[config.mk]
export PLATFORM = sky130hd
export DESIGN_NAME = mvm_seq_ctrl
export DESIGN_NICKNAME = d
export VERILOG_FILES = /design/src/rtl/mvm_pkg.sv /design/src/rtl/mvm_mac.sv /design/src/rtl/mvm_seq_ctrl.sv
export SDC_FILE = /design/constraint.sdc
export NUM_CORES = 1
export LEC_CHECK = 0
export CAP_MARGIN = 20
export CORE_MARGIN = 2
export CORE_UTILIZATION = 50
export CTS_CLUSTER_SIZE = 40
export DETAILED_ROUTE_END_ITERATION = 8
export PLACE_DENSITY_LB_ADDON = 0.2
export SYNTH_ARGS = -nofsm -noshare
export SYNTH_HDL_FRONTEND = slang
export SYNTH_SLANG_ARGS = --single-unit
[constraint.sdc]
create_clock -name clk -period 4.95 [get_ports clk]
set_input_delay 0.99 -clock clk [delete_from_list [all_inputs] [get_ports clk]]
set_output_delay 0.99 -clock clk [all_outputs]
set_load 0.1 [all_outputs]
[src/rtl/mvm_pkg.sv]
// -----------------------------------------------------------------------------
// mvm_pkg
// Shared definitions for the matrix-vector multiplier sequencer:
//   - state_e     : controller state encoding
//   - MVM_XW/WW/YW: default element widths (x, W, accumulator/B/Y)
//   - addr_w()    : address width for a given depth, never less than 1 bit
// -----------------------------------------------------------------------------
package mvm_pkg;

    typedef enum logic [2:0] {
        IDLE   = 3'd0,
        LOAD_X = 3'd1,
        MAC    = 3'd2,
        OUT    = 3'd3,
        DONE   = 3'd4
    } state_e;

    localparam int MVM_XW = 8;
    localparam int MVM_WW = 8;
    localparam int MVM_YW = 16;

    // Width needed to address 'depth' entries; a single entry still gets one bit.
    function automatic int addr_w(input int depth);
        if (depth <= 1) begin
            return 1;
        end else begin
            return $clog2(depth);
        end
    endfunction

endpackage

[src/rtl/mvm_mac.sv]
// -----------------------------------------------------------------------------
// mvm_mac
// Single multiply-accumulate register.
//   clk, rst : clock, asynchronous active-high reset (acc -> 0)
//   init_i   : use b_i instead of the held accumulator as the addend
//   en_i     : update the accumulator this cycle
//   x_i, w_i : unsigned operands, product zero-extended/truncated to YW
//   b_i      : bias operand used on init
//   acc_o    : accumulator value (modulo 2^YW, no saturation)
// -----------------------------------------------------------------------------
module mvm_mac #(
    parameter int XW = 8,
    parameter int WW = 8,
    parameter int YW = 16
) (
    input  logic          clk,
    input  logic          rst,
    input  logic          init_i,
    input  logic          en_i,
    input  logic [XW-1:0] x_i,
    input  logic [WW-1:0] w_i,
    input  logic [YW-1:0] b_i,
    output logic [YW-1:0] acc_o
);

    // Product is formed at least YW wide so the low YW bits are exact in both
    // the widening and the truncating case.
    localparam int PW = ((XW + WW) > YW) ? (XW + WW) : YW;

    logic [PW-1:0] prod_s;
    logic [YW-1:0] base_s;
    logic [YW-1:0] acc_d;
    logic [YW-1:0] acc_q;

    assign prod_s = PW'(x_i) * PW'(w_i);
    assign base_s = init_i ? b_i : acc_q;
    assign acc_d  = base_s + prod_s[YW-1:0];
    assign acc_o  = acc_q;

    // Accumulator register.
    always_ff @(posedge clk or posedge rst) begin
        if (rst) begin
            acc_q <= {YW{1'b0}};
        end else if (en_i) begin
            acc_q <= acc_d;
        end else begin
            acc_q <= acc_q;
        end
    end

endmodule

[src/rtl/mvm_seq_ctrl.sv]
// -----------------------------------------------------------------------------
// mvm_seq_ctrl
// Sequencer computing Y = W*x + B one row at a time on one shared MAC.
//   clk, rst          : clock, asynchronous active-high reset
//   start             : begin a job (accepted in IDLE only)
//   busy, done        : job in progress / one-cycle completion pulse
//   x_valid/ready/data: x element stream, index order 0..N-1
//   w_rd_en, w_addr   : weight read (address row*N+col), data 1 cycle later
//   w_rdata           : weight data
//   b_addr, b_rdata   : bias read (address row) under w_rd_en, data 1 cycle later
//   y_valid/ready     : Y element stream handshake
//   y_data, y_idx     : Y element and its row index, stable while stalled
// -----------------------------------------------------------------------------
module mvm_seq_ctrl
    import mvm_pkg::*;
#(
    parameter  int N  = 2,
    parameter  int M  = 3,
    parameter  int XW = MVM_XW,
    parameter  int WW = MVM_WW,
    parameter  int YW = MVM_YW,
    localparam int AW = addr_w(M * N),
    localparam int BW = addr_w(M)
) (
    input  logic          clk,
    input  logic          rst,
    input  logic          start,
    output logic          busy,
    output logic          done,
    input  logic          x_valid,
    output logic          x_ready,
    input  logic [XW-1:0] x_data,
    output logic          w_rd_en,
    output logic [AW-1:0] w_addr,
    input  logic [WW-1:0] w_rdata,
    output logic [BW-1:0] b_addr,
    input  logic [YW-1:0] b_rdata,
    output logic          y_valid,
    input  logic          y_ready,
    output logic [YW-1:0] y_data,
    output logic [BW-1:0] y_idx
);

    // col counts x elements in LOAD_X and MAC sub-cycles k = 0..N in MAC.
    localparam int CW = addr_w(N + 1);
    localparam int XI = addr_w(N);

    state_e        state_q;
    logic [CW-1:0] col_q;
    logic [BW-1:0] row_q;
    logic [XW-1:0] xbuf_q [N];
    logic          busy_q;
    logic          done_q;
    logic          x_ready_q;
    logic          w_rd_en_q;
    logic [AW-1:0] w_addr_q;
    logic          y_valid_q;

    logic          mac_en_s;
    logic          mac_init_s;
    logic [XI-1:0] kidx_s;
    logic [YW-1:0] acc_s;

    // Data read in sub-cycle k-1 arrives in sub-cycle k and pairs with x[k-1];
    // the first arrival (k=1) also seeds the accumulator with the bias.
    assign kidx_s     = XI'(col_q - CW'(1));
    assign mac_en_s   = (state_q == MAC) && (col_q != {CW{1'b0}});
    assign mac_init_s = (state_q == MAC) && (col_q == CW'(1));

    mvm_mac #(
        .XW (XW),
        .WW (WW),
        .YW (YW)
    ) u_mac (
        .clk    (clk),
        .rst    (rst),
        .init_i (mac_init_s),
        .en_i   (mac_en_s),
        .x_i    (xbuf_q[kidx_s]),
        .w_i    (w_rdata),
        .b_i    (b_rdata),
        .acc_o  (acc_s)
    );

    assign busy    = busy_q;
    assign done    = done_q;
    assign x_ready = x_ready_q;
    assign w_rd_en = w_rd_en_q;
    assign w_addr  = w_addr_q;
    assign b_addr  = row_q;
    assign y_valid = y_valid_q;
    assign y_idx   = row_q;
    // Accumulator is frozen outside MAC, so it holds Y stable through stalls.
    assign y_data  = acc_s;

    // Controller FSM with counters, x buffer and registered outputs.
    always_ff @(posedge clk or posedge rst) begin
        if (rst) begin
            state_q   <= IDLE;
            col_q     <= {CW{1'b0}};
            row_q     <= {BW{1'b0}};
            busy_q    <= 1'b0;
            done_q    <= 1'b0;
            x_ready_q <= 1'b0;
            w_rd_en_q <= 1'b0;
            w_addr_q  <= {AW{1'b0}};
            y_valid_q <= 1'b0;
            for (int i = 0; i < N; i++) begin
                xbuf_q[i] <= {XW{1'b0}};
            end
        end else begin
            done_q <= 1'b0;
            case (state_q)
                IDLE: begin
                    if (start) begin
                        state_q   <= LOAD_X;
                        busy_q    <= 1'b1;
                        x_ready_q <= 1'b1;
                        col_q     <= {CW{1'b0}};
                    end
                end
                LOAD_X: begin
                    if (x_valid && x_ready_q) begin
                        xbuf_q[XI'(col_q)] <= x_data;
                        if (col_q == CW'(N - 1)) begin
                            state_q   <= MAC;
                            col_q     <= {CW{1'b0}};
                            row_q     <= {BW{1'b0}};
                            x_ready_q <= 1'b0;
                            w_rd_en_q <= 1'b1;
                            w_addr_q  <= {AW{1'b0}};
                        end else begin
                            col_q <= col_q + CW'(1);
                        end
                    end
                end
                MAC: begin
                    if (col_q == CW'(N)) begin
                        state_q   <= OUT;
                        col_q     <= {CW{1'b0}};
                        y_valid_q <= 1'b1;
                    end else begin
                        col_q <= col_q + CW'(1);
                        // k = N-1 is the last issue cycle of the row.
                        if (col_q == CW'(N - 1)) begin
                            w_rd_en_q <= 1'b0;
                        end else begin
                            w_addr_q <= w_addr_q + AW'(1);
                        end
                    end
                end
                OUT: begin
                    if (y_ready) begin
                        y_valid_q <= 1'b0;
                        if (row_q == BW'(M - 1)) begin
                            state_q <= DONE;
                            done_q  <= 1'b1;
                        end else begin
                            // w_addr still holds row*N+N-1, so +1 starts the next row.
                            state_q   <= MAC;
                            row_q     <= row_q + BW'(1);
                            w_rd_en_q <= 1'b1;
                            w_addr_q  <= w_addr_q + AW'(1);
                        end
                    end
                end
                DONE: begin
                    busy_q  <= 1'b0;
                    state_q <= IDLE;
                end
                default: begin
                    state_q   <= IDLE;
                    busy_q    <= 1'b0;
                    x_ready_q <= 1'b0;
                    w_rd_en_q <= 1'b0;
                    y_valid_q <= 1'b0;
                end
            endcase
        end
    end

endmodule

Yosys cells after proc, flatten, opt, wreduce, memory -nomap -nowiden
Cells that the tools add are included.
{"block": "word_totals", "latch_bits": 0, "register_bits": 47, "rom_bits": 0, "ramBits": 0, "elab_cells": 113, "memories": 0}
{"block": "classes", "add_sub_neg": 5, "shift": 0, "div": 0, "reduce_logical": 22, "n_bitwise": 6, "n_lt_le_gt_ge": 3, "n_mux": 48, "n_eq_ne": 16, "n_mul": 1}
{"cell": "3-bit two-way mux", "n": 12}
{"cell": "8-bit two-way mux", "n": 4}
{"cell": "16-bit adder", "n": 1}
{"cell": "16-bit bitwise mux", "n": 1}
{"cell": "8-bit by 8-bit multiplier with 16-bit output", "n": 1}
{"cell": "16-bit two-way mux", "n": 1}
{"cell": "2-bit two-way mux", "n": 8}
{"cell": "2-bit != test, second input constant", "n": 7}
{"cell": "7-bit AND reduction", "n": 2}
{"cell": "1-bit two-way mux", "n": 13}
{"cell": "3-bit one-hot mux with 4 select lines", "n": 1}
{"cell": "5-bit AND reduction", "n": 2}
{"cell": "3-bit one-hot mux with 3 select lines", "n": 1}
{"cell": "3-bit OR reduction", "n": 3}
{"cell": "8-bit demux with 1-bit select", "n": 1}
{"cell": "3-bit by 2-bit equality test with 1-bit output, second input constant", "n": 2}
{"cell": "1-bit one-hot mux with 3 select lines", "n": 2}
{"cell": "2-bit one-hot mux with 3 select lines", "n": 1}
{"cell": "3-bit AND reduction", "n": 2}
{"cell": "3-bit nonzero test", "n": 2}
{"cell": "2-bit by 1-bit adder with 2-bit output, second input constant", "n": 2}
{"cell": "2-bit equality test, second input constant", "n": 2}
{"cell": "2-bit greater-or-equal comparator, second input constant", "n": 2}
{"cell": "1-bit logical AND", "n": 4}
{"cell": "other kinds (17)", "n": 24}

Depth between registers and ports, before layout
Gate-level depths: netlist (run 1).
{"block": "depth", "depth_word": 7, "depth_mapped": 19, "depth_no_buf": 17}

Cells and area by module
A second synthesis (run 1) with hierarchy kept.
{"block": "unflattened", "cells_unflattened": 511, "hier_area_um2": 4943.5}
{"mod": "mvm_mac", "area_each_um2": 3296.9, "cells_per_inst": 367, "instances": 1}
{"mod": "mvm_seq_ctrl", "area_each_um2": 1646.6, "cells_per_inst": 144, "instances": 1}

Worst setup path before layout (run 1)
No wires, ideal clock.
{"block": "synth_path", "path_kind": "reg2reg", "startpoint": "reg col_q[0]", "endpoint": "reg u_mac.acc_q[15] (netlist: u_mac.acc_o[15])", "setup_ps": 131, "arrival_time_ps": 4689, "setup_slack_ps": 130, "stages_incl_launch_ff": 16, "period_less_slack_ps": 4820, "cell_sequence": "dfrtp_1 -> buf_2 -> mux2_2 -> and2_1 -> fa_1 -> fa_1 -> fa_1 -> inv_1 -> fa_1 -> inv_1 -> ha_1 -> a21oi_1 -> o211a_1 -> nor3_1 -> a2111oi_2 -> or3b_1"}
{"block": "synth_via", "elab_chain_len": 7}
{"item": "start: declaration", "line_no": "mvm_seq_ctrl.sv:49", "source": "logic [CW-1:0] col_q;"}
{"item": "start signal: assignment", "line_no": "mvm_seq_ctrl.sv:100", "source": "col_q <= {CW{1'b0}};"}
{"item": "start signal: assignment", "line_no": "mvm_seq_ctrl.sv:119", "source": "col_q <= {CW{1'b0}};"}
{"item": "start signal: assignment", "line_no": "mvm_seq_ctrl.sv:127", "source": "col_q <= {CW{1'b0}};"}
{"item": "1-bit subtractor", "line_no": "mvm_seq_ctrl.sv:66", "source": "assign kidx_s = XI'(col_q - CW'(1));"}
{"item": "1-bit NOT with 2-bit output (not written as such)", "line_no": "mvm_seq_ctrl.sv:79", "source": ".x_i (xbuf_q[kidx_s]),"}
{"item": "8-bit two-way mux (not written as such) (3 in a row)", "line_no": "mvm_seq_ctrl.sv:79"}
{"item": "8-bit by 8-bit multiplier with 16-bit output", "line_no": "mvm_mac.sv:35", "source": "assign prod_s = PW'(x_i) * PW'(w_i);"}
{"item": "16-bit adder", "line_no": "mvm_mac.sv:37", "source": "assign acc_d = base_s + prod_s[YW-1:0];"}
{"item": "end signal: assignment", "line_no": "mvm_mac.sv:43", "source": "acc_q <= {YW{1'b0}};"}
{"item": "end signal: assignment", "line_no": "mvm_mac.sv:47", "source": "acc_q <= acc_q;"}
{"item": "end: declaration", "line_no": "mvm_mac.sv:33", "source": "logic [YW-1:0] acc_q;"}
Several ways; a longest one is shown, not always the timed one. The select of a mux whose other input is x is not followed.
A chain may end at the register's enable or synchronous reset.

Worst setup path in the final report (run 1)
{"block": "layout_path", "startpoint": "in b_rdata[7]", "endpoint": "reg u_mac.acc_q[15] (netlist: u_mac.acc_o[15])"}
{"block": "layout_via", "elab_chain_len": 2}
{"item": "start: declaration", "line_no": "mvm_seq_ctrl.sv:37", "source": "input logic [YW-1:0] b_rdata,"}
{"item": "16-bit two-way mux", "line_no": "mvm_mac.sv:36", "source": "assign base_s = init_i ? b_i : acc_q;"}
{"item": "16-bit adder", "line_no": "mvm_mac.sv:37"}
No other way between the ends.

==> run metrics, run 1 <==
Inserted Diodes 0; asr flop ratio synth 100%; RePlAce Congestion just under 0.9; Mapped Nets between 600 and 700; clk sinks 47; final hold vios 0; vias in the first global route roughly 4,100; later-pin clock latency in the skew report around 0.31 ns; first-pass GRT wire length between 15,000 and 20,000 µm; multi-input logic area 0.00335 mm²; post-synthesis register bit count 47; Clock Skews about 0.013 ns; Syn Inst Count 507; Post-Syn Area 0.00485 mm²; CP Launch Type input pin; Initial Utilization 52.0%; CTS H-tree depth 2; synth warn 0; crit path to u_mac.acc_o[15]; Final Cycle Share between 90% and 100%; worst slew pin tran between 1 and 1.5 ns; top cells by area, synth dfrtp_1 (24%), fa_1 (21%), ha_1 (9.5%); Fmax achieved roughly 0.21 GHz; Synth area leader dfrtp_1; register area 0.00118 mm²; global route overflow 0; Worst Path Max Fanout 4; area grow syn2layout 25.9%; Worst EP required 5.15 ns; CTS Buf Count 5; reg-to-reg startpoint col_q[0]; WP data arrival approximately 5 ns; CTS tree done; Chip Height approximately 100 µm; CP dominant cell by count fa_1; core box area between 0.009 and 0.01 mm²; First DRT Iteration DRCs between 100 and 150; Worst-path clk slew approximately 0.10 ns; Seq/Total Area, Yosys between 20% and 30%; Pins Over Slew Limit 0; r2r setup slk around 0.2 ns; max cap viols 0; status complete, no violations; # rows 35; commonest non-fill, non-tap cell in the layout inv_1; Synth Area per Inst about 9.6 µm²; PortBufs 64; Setup CP Type in2reg; non-filler instance count after layout roughly 740; Core Util, Final between 60% and 70%; layout cells sized above 1 between 15 and 20%; Final min period approximately 4.8 ns; R2R Path End u_mac.acc_o[15]; Clock Tree Root clkbuf_8; total number of vias just under 4,000; final wirelength between 10,000 and 15,000 µm; setup_tns 0 ns; Die X roughly 100 µm; Synth top area share ~24%; worst-path cell chain clkdlybuf4s50_1 -> mux2i_1 -> fa_1 -> inv_1 -> fa_1 -> fa_1 -> fa_1 -> ha_1 -> a21o_1 -> a21oi_2 -> a211oi_2 -> o2111ai_1 -> or3b_1; crit end category flop; Post-route DRC 0; Slowest-stage cell, CP fa_1; commonest non-fill, non-tap cells in the layout inv_1 (86), nand2_1 (56), clkdlybuf4s50_1 (56), fa_1 (50), dfrtp_1 (47); Critical Path Source b_rdata[7]; gr usage total between 20% and 30%; Max-slew headroom about a third; Top Ports 65; worst hold path depth 1; Pre-antenna DRT Iters 4; r2r worst-path depth 14; Final setup viols 0; Die ar. about 0.011 mm²; slowest stage delay, CP 0.52 ns; final-layout fill cell count around 760; initial antenna violation count 0; NumNets Final between 700 and 800; hpwl dp about 9400 µm; CTS max path bufs 2; vias per cell around 5.2; Post-synth EDFFs 0; placed cells ~730; drt wl/cell 15.7 µm; unrepaired setup endpoints after global routing false; pin count of the biggest net entering global routing 48; Hold Path Class reg2reg; Main synth FF type dfrtp_1; antenna viol nets, final 0; Synth cell types 56
==> cells by family (layout without fill, tap and decap cells) <==
group           after synthesis  count (layout)  share of synthesized area, %
fa+ha+maj                    87              87                          30.2
buf+inv                      99             206                          8.05
flops                        47              47                          24.2
mux                          40              40                          8.97
xor+xnor                      6               6                          1.08
simple gates                157             157                          17.5
compound gates               71              71                          9.95
==> per-stage QoR <==
step                      area [µm²]  hold slack, ns  worst slack [ns]
after floorplan                 4850           0.475             0.130
after global placement          5940           0.485            -0.567
after detailed placement        5940           0.492            -0.626
after CTS                       6050           0.516            0.0774
after global routing            6110           0.536           0.00236
final                           6110           0.518             0.153
==> worst min-delay path by stage <==
stage / startpoint / endpoint / slack, ns
6_report: xbuf_q[5] / xbuf_q[5] / 0.52
5_1_grt: w_rd_en / w_rd_en / 0.54
4_1_cts: xbuf_q[5] / xbuf_q[5] / 0.52
3_5_place_dp: xbuf_q[5] / xbuf_q[5] / 0.49
3_3_place_gp: xbuf_q[14] / xbuf_q[14] / 0.49
2_1_floorplan: xbuf_q[11] / xbuf_q[11] / 0.47
==> worst max-delay path: cells and delay by family <==
| family | cells | cell delay [ns] |
|---|---|---|
| AO/OA/AOI/OAI | 4 | 0.69 |
| adder cells (fa/ha/maj) | 5 | 2.35 |
| buffers and inverters | 2 | 0.51 |
| multiplexers | 1 | 0.10 |
| AND/OR/NAND/NOR | 1 | 0.35 |
==> Yosys cell counts, types with 2 or more instances <==
cell,count
or4_1,2
o31a_1,2
nor3_1,6
o211a_1,2
nor2b_1,22
a21oi_1,16
nor2_1,17
dfrtp_1,47
a31oi_1,2
mux2_2,28
a22o_1,2
buf_2,3
nor3b_1,3
ha_1,37
o22a_1,2
inv_1,87
nand2b_1,9
o21ai_0,15
mux2i_1,12
buf_4,2
o22ai_1,2
xnor2_1,5
clkbuf_1,5
nand4_1,2
a211oi_1,2
nand2_1,56
a21o_1,6
fa_1,50
nand3_1,6
and2_1,21
or3_1,3
o21a_1,3
o31ai_1,6
o311ai_0,2
==> what timing repair did <==
item	CTS	global route
hold buffers	0	0
buffers inserted	0	0
pin swaps	0	0
setup endpoints to repair	6	5
gates resized for setup	14	22
==> layer usage <==
metal / routed length, µm / GRT usage, % / up-vias
li1: - / - / 1872
met1: 5100 / 31.7 / 1927
met2: 5940 / 42.3 / 75
met3: 340 / 2.51 / 15
met4: 253 / 4.41 / 0
met5: 0 / 0 / -
==> cell type report <==
| type | instances | share of cell area (%) |
|---|---|---|
| clock buffer | 5 | 1.13 |
| clock inverter | 3 | 0.430 |
| inverter | 87 | 5.35 |
| multi-input combinational | 361 | 54.9 |
| sequential | 47 | 19.3 |
| tap | 129 | 2.64 |
| timing repair buffer | 111 | 16.3 |
==> registers in the layout, summed over array words and instances, names as in the netlist <==
| signal | flops |
|---|---|
| y_valid | 1 |
| done | 1 |
| state_q | 3 |
| col_q | 2 |
| w_addr | 3 |
| xbuf_q | 16 |
| busy | 1 |
| x_ready | 1 |
| b_addr | 2 |
| u_mac.acc_o | 16 |
| w_rd_en | 1 |
Power of run 1 is not shown: default switching activity piles up to over one toggle a cycle in this logic, so the estimate is an artifact.
==> run 2: changes to the inputs <==
--- a/config.mk
+++ b/config.mk
@@ -8,9 +8,11 @@
 export CAP_MARGIN = 20
 export CORE_MARGIN = 2
 export CORE_UTILIZATION = 50
+export CTS_CLUSTER_DIAMETER = 80
 export CTS_CLUSTER_SIZE = 40
 export DETAILED_ROUTE_END_ITERATION = 8
 export PLACE_DENSITY_LB_ADDON = 0.2
 export SYNTH_ARGS = -nofsm -noshare
 export SYNTH_HDL_FRONTEND = slang
+export SYNTH_HIERARCHICAL = 1
 export SYNTH_SLANG_ARGS = --single-unit
==> run 2 against run 1 <==
Final cell count up 0.40%. Global-route usage down 1.6 points. Maximum frequency fell by 1.2%. Worst hold slack got worse by 0.0058 ns. Clock-buffer cell count is the same. Design area is 2.4% higher. Synthesized cell count up 0.79%. Routed wire length shrank 7.7%. Setup slack got worse by 0.060 ns. Sequential share of layout area decreased by 0.45 points. Critical endpoint is now u_mac/acc_o[14].
==> run metrics, run 2 <==
Post-Syn Area 0.00494 mm² (was 0.00485 mm²); Setup CP Type in2reg (unchanged); final hold vios 0 (unchanged); synth warn 6 (was 0); max cap viols 0 (unchanged); core box area 0.00968 mm² (was 0.00933 mm²); CTS H-tree depth 2 (unchanged); Chip Height 103 µm (about the same); # rows 36 (was 35); worst-path cell chain dlygate4sd2_1 -> nand2_1 -> fa_1 -> fa_1 -> inv_1 -> fa_1 -> inv_2 -> fa_1 -> inv_2 -> ha_4 -> nand4_1 -> a21o_1 -> and3_1 -> or4_1 (was clkdlybuf4s50_1 -> mux2i_1 -> fa_1 -> inv_1 -> fa_1 -> fa_1 -> fa_1 -> ha_1 -> a21o_1 -> a21oi_2 -> a211oi_2 -> o2111ai_1 -> or3b_1); vias per cell 5.21 (was 5.23); PortBufs 64 (unchanged); CTS tree done (unchanged); Pins Over Slew Limit 0 (unchanged); WP data arrival 5.04 ns (was 5.00 ns); Worst Path Max Fanout 8 (was 4); Synth area leader dfrtp_1 (unchanged); Hold Buf Count CTS 0 (unchanged); HP Start xbuf_q[11] (was xbuf_q[5]); Final Cycle Share 98.1% (was 96.9%); worst hold endpoint xbuf_q[11] (was xbuf_q[5]); Post-route DRC 0 (unchanged); antenna viol nets, final 0 (unchanged); Fmax achieved 0.206 GHz (was 0.208 GHz); Initial Utilization 51.0% (was 52.0%); RePlAce Congestion 0.891 (was 0.893); Die ar. 0.0107 mm² (was 0.0105 mm²); cell with the most instances after synthesis inv_1 (unchanged); pin count of the biggest net entering global routing 32 (was 48); Worst-path clk slew 0.10 ns (about the same); final-layout fill cell count 802 (was 763); layout cells sized above 1 19.7% (was 17.4%); Final setup viols 0 (unchanged); pre-CTS setup slack -0.497 ns (was -0.626 ns); Seq/Total Area, Yosys 23.8% (was 24.2%); Inserted Diodes 0 (unchanged); status complete, no violations (unchanged); drt wl/cell 14.4 µm (was 15.7 µm); Synth cell types 56 (unchanged); gr usage total 22.1% (was 23.7%); Hold Path Class reg2reg (unchanged); Max-slew headroom 34.1% (was 33.1%); Placed Area 0.00601 mm² (was 0.00594 mm²); r2r worst-path depth 17 (was 14); asr flop ratio synth 100% (unchanged); final worst slack 0.0926 ns (was 0.153 ns); CP Launch Type input pin (unchanged); total number of vias 3,888 (was 3,889); First DRT Iteration DRCs 186 (was 130); Pre-antenna DRT Iters 4 (unchanged); Clock Tree Root clkbuf_8 (unchanged); commonest non-fill, non-tap cells in the layout inv_1 (93), clkdlybuf4s50_1 (56), nand2_1 (50), fa_1 (50), dfrtp_1 (47) (was inv_1 (86), nand2_1 (56), clkdlybuf4s50_1 (56), fa_1 (50), dfrtp_1 (47)); slowest stage delay, CP 0.55 ns (was 0.52 ns); Synth Area per Inst 9.67 µm² (was 9.57 µm²); area grow syn2layout 26.6% (was 25.9%); Critical Path Source w_rdata[6] (was b_rdata[7]); hpwl dp 8610 µm (was 9440 µm); commonest non-fill, non-tap cell in the layout inv_1 (unchanged); NumNets Final 736 (was 737); post-synthesis register bit count 47 (unchanged); CTS Buf Count 5 (unchanged); Post-synth EDFFs 0 (unchanged); CTS max path bufs 2 (unchanged); Syn Inst Count 511 (was 507); initial antenna violation count 0 (unchanged); global route overflow 0 (unchanged); final wirelength 10,700 µm (was 11,600 µm); worst hold path depth 1 (unchanged); Slowest-stage cell, CP fa_1 (unchanged); Worst EP required 5.13 ns (was 5.15 ns); later-pin clock latency in the skew report 0.31 ns (about the same); R2R Path End u_mac/acc_o[14] (was u_mac.acc_o[15]); vias in the first global route 4,148 (was 4,105); crit end category flop (unchanged); Top Ports 65 (unchanged); CP dominant cell by count fa_1 (unchanged); worst slew pin tran 0.985 ns (was 1.00 ns); clk sinks 47 (unchanged); Die X 103 µm (about the same); reg-to-reg startpoint state_q[2] (was col_q[0]); top cells by area, synth dfrtp_1 (24%), fa_1 (20%), ha_1 (9.4%) (was dfrtp_1 (24%), fa_1 (21%), ha_1 (9.5%)); Synth top area share 23.8% (was 24.2%); r2r setup slk 0.12 ns (was 0.20 ns); Final min period 4.86 ns (was 4.80 ns); first-pass GRT wire length 18,600 µm (was 19,500 µm); Clock Skews 0.00807 ns (was 0.0131 ns); fin area 0.00626 mm² (was 0.00611 mm²); Mapped Nets 635 (was 631); Main synth FF type dfrtp_1 (unchanged); top cells by count, synth inv_1 (96), nand2_1 (51), fa_1 (50), dfrtp_1 (47), ha_1 (37) (was inv_1 (87), nand2_1 (56), fa_1 (50), dfrtp_1 (47), ha_1 (37)); unrepaired setup endpoints after global routing true (was false)
-- run 2: worst max path at each step --
| stage | cells after the start | slack, ns | to |
|---|---|---|---|
| finish | 14 | 0.09 | u_mac/acc_o[14] |
| global route | 15 | -0.07 | u_mac/acc_o[14] |
| CTS | 17 | 0.04 | u_mac/acc_o[14] |
| detailed placement | 13 | -0.50 | u_mac/acc_o[14] |
| global placement | 15 | -0.42 | u_mac/acc_o[14] |
| floorplan | 20 | 0.03 | u_mac/acc_o[14] |
-- run 2: through the flow --
stage	cells	setup TNS, ns	util [%]	hold WS (ns)
after detailed placement	733	-3.01	62.1	0.490
final	746	0	64.6	0.512
after global placement	733	-2.55	62.1	0.483
after global routing	746	-0.209	64.6	0.529
after CTS	741	0	63.1	0.515
after floorplan	511	0	-	0.474
-- run 2: logic make-up (layout without fill, tap and decap cells) --
logic type | Yosys count | in the layout | synth area share, %
compound gates | 64 | 64 | 8.88
xor+xnor | 9 | 9 | 1.59
fa+ha+maj | 87 | 87 | 29.6
buf+inv | 114 | 216 | 9.26
flops | 47 | 47 | 23.8
mux | 53 | 53 | 12.4
simple gates | 137 | 137 | 14.5
-- run 2: critical path, delay by kind of cell --
kind / cells / cell delay (ns)
adder cells (fa/ha/maj): 5 / 2.42
buffers and inverters: 4 / 0.50
AO/OA/AOI/OAI: 1 / 0.25
AND/OR/NAND/NOR: 4 / 0.89
-- run 2: layout make-up --
class | count | area (µm²) | share of cell area (%)
inverters | 97 | 364 | 5.82
multi-input cells | 350 | 3460 | 55.4
clock inverters | 3 | 25.0 | 0.400
flip-flops and latches | 47 | 1180 | 18.8
well taps | 133 | 166 | 2.66
clock buffers | 5 | 68.8 | 1.10
repair buffers | 111 | 991 | 15.8
-- run 2: layer usage --
metal | track usage (%) | wire length [µm] | vias to the layer above
met2 | 37.8 | 5320 | 86
li1 | - | - | 1858
met4 | 8.10 | 241 | 0
met5 | 0 | 0 | -
met3 | 3.36 | 398 | 20
met1 | 28.5 | 4780 | 1924
-- run 2: what timing repair did --
| action | in CTS | in global routing |
|---|---|---|
| endpoints found under the setup margin | 6 | 8 |
| gates resized for setup | 11 | 24 |
| hold endpoints to repair | 0 | 0 |
| setup buffers | 0 | 5 |
| pin swaps | 0 | 7 |
Power of run 2 is left out for the same reason.
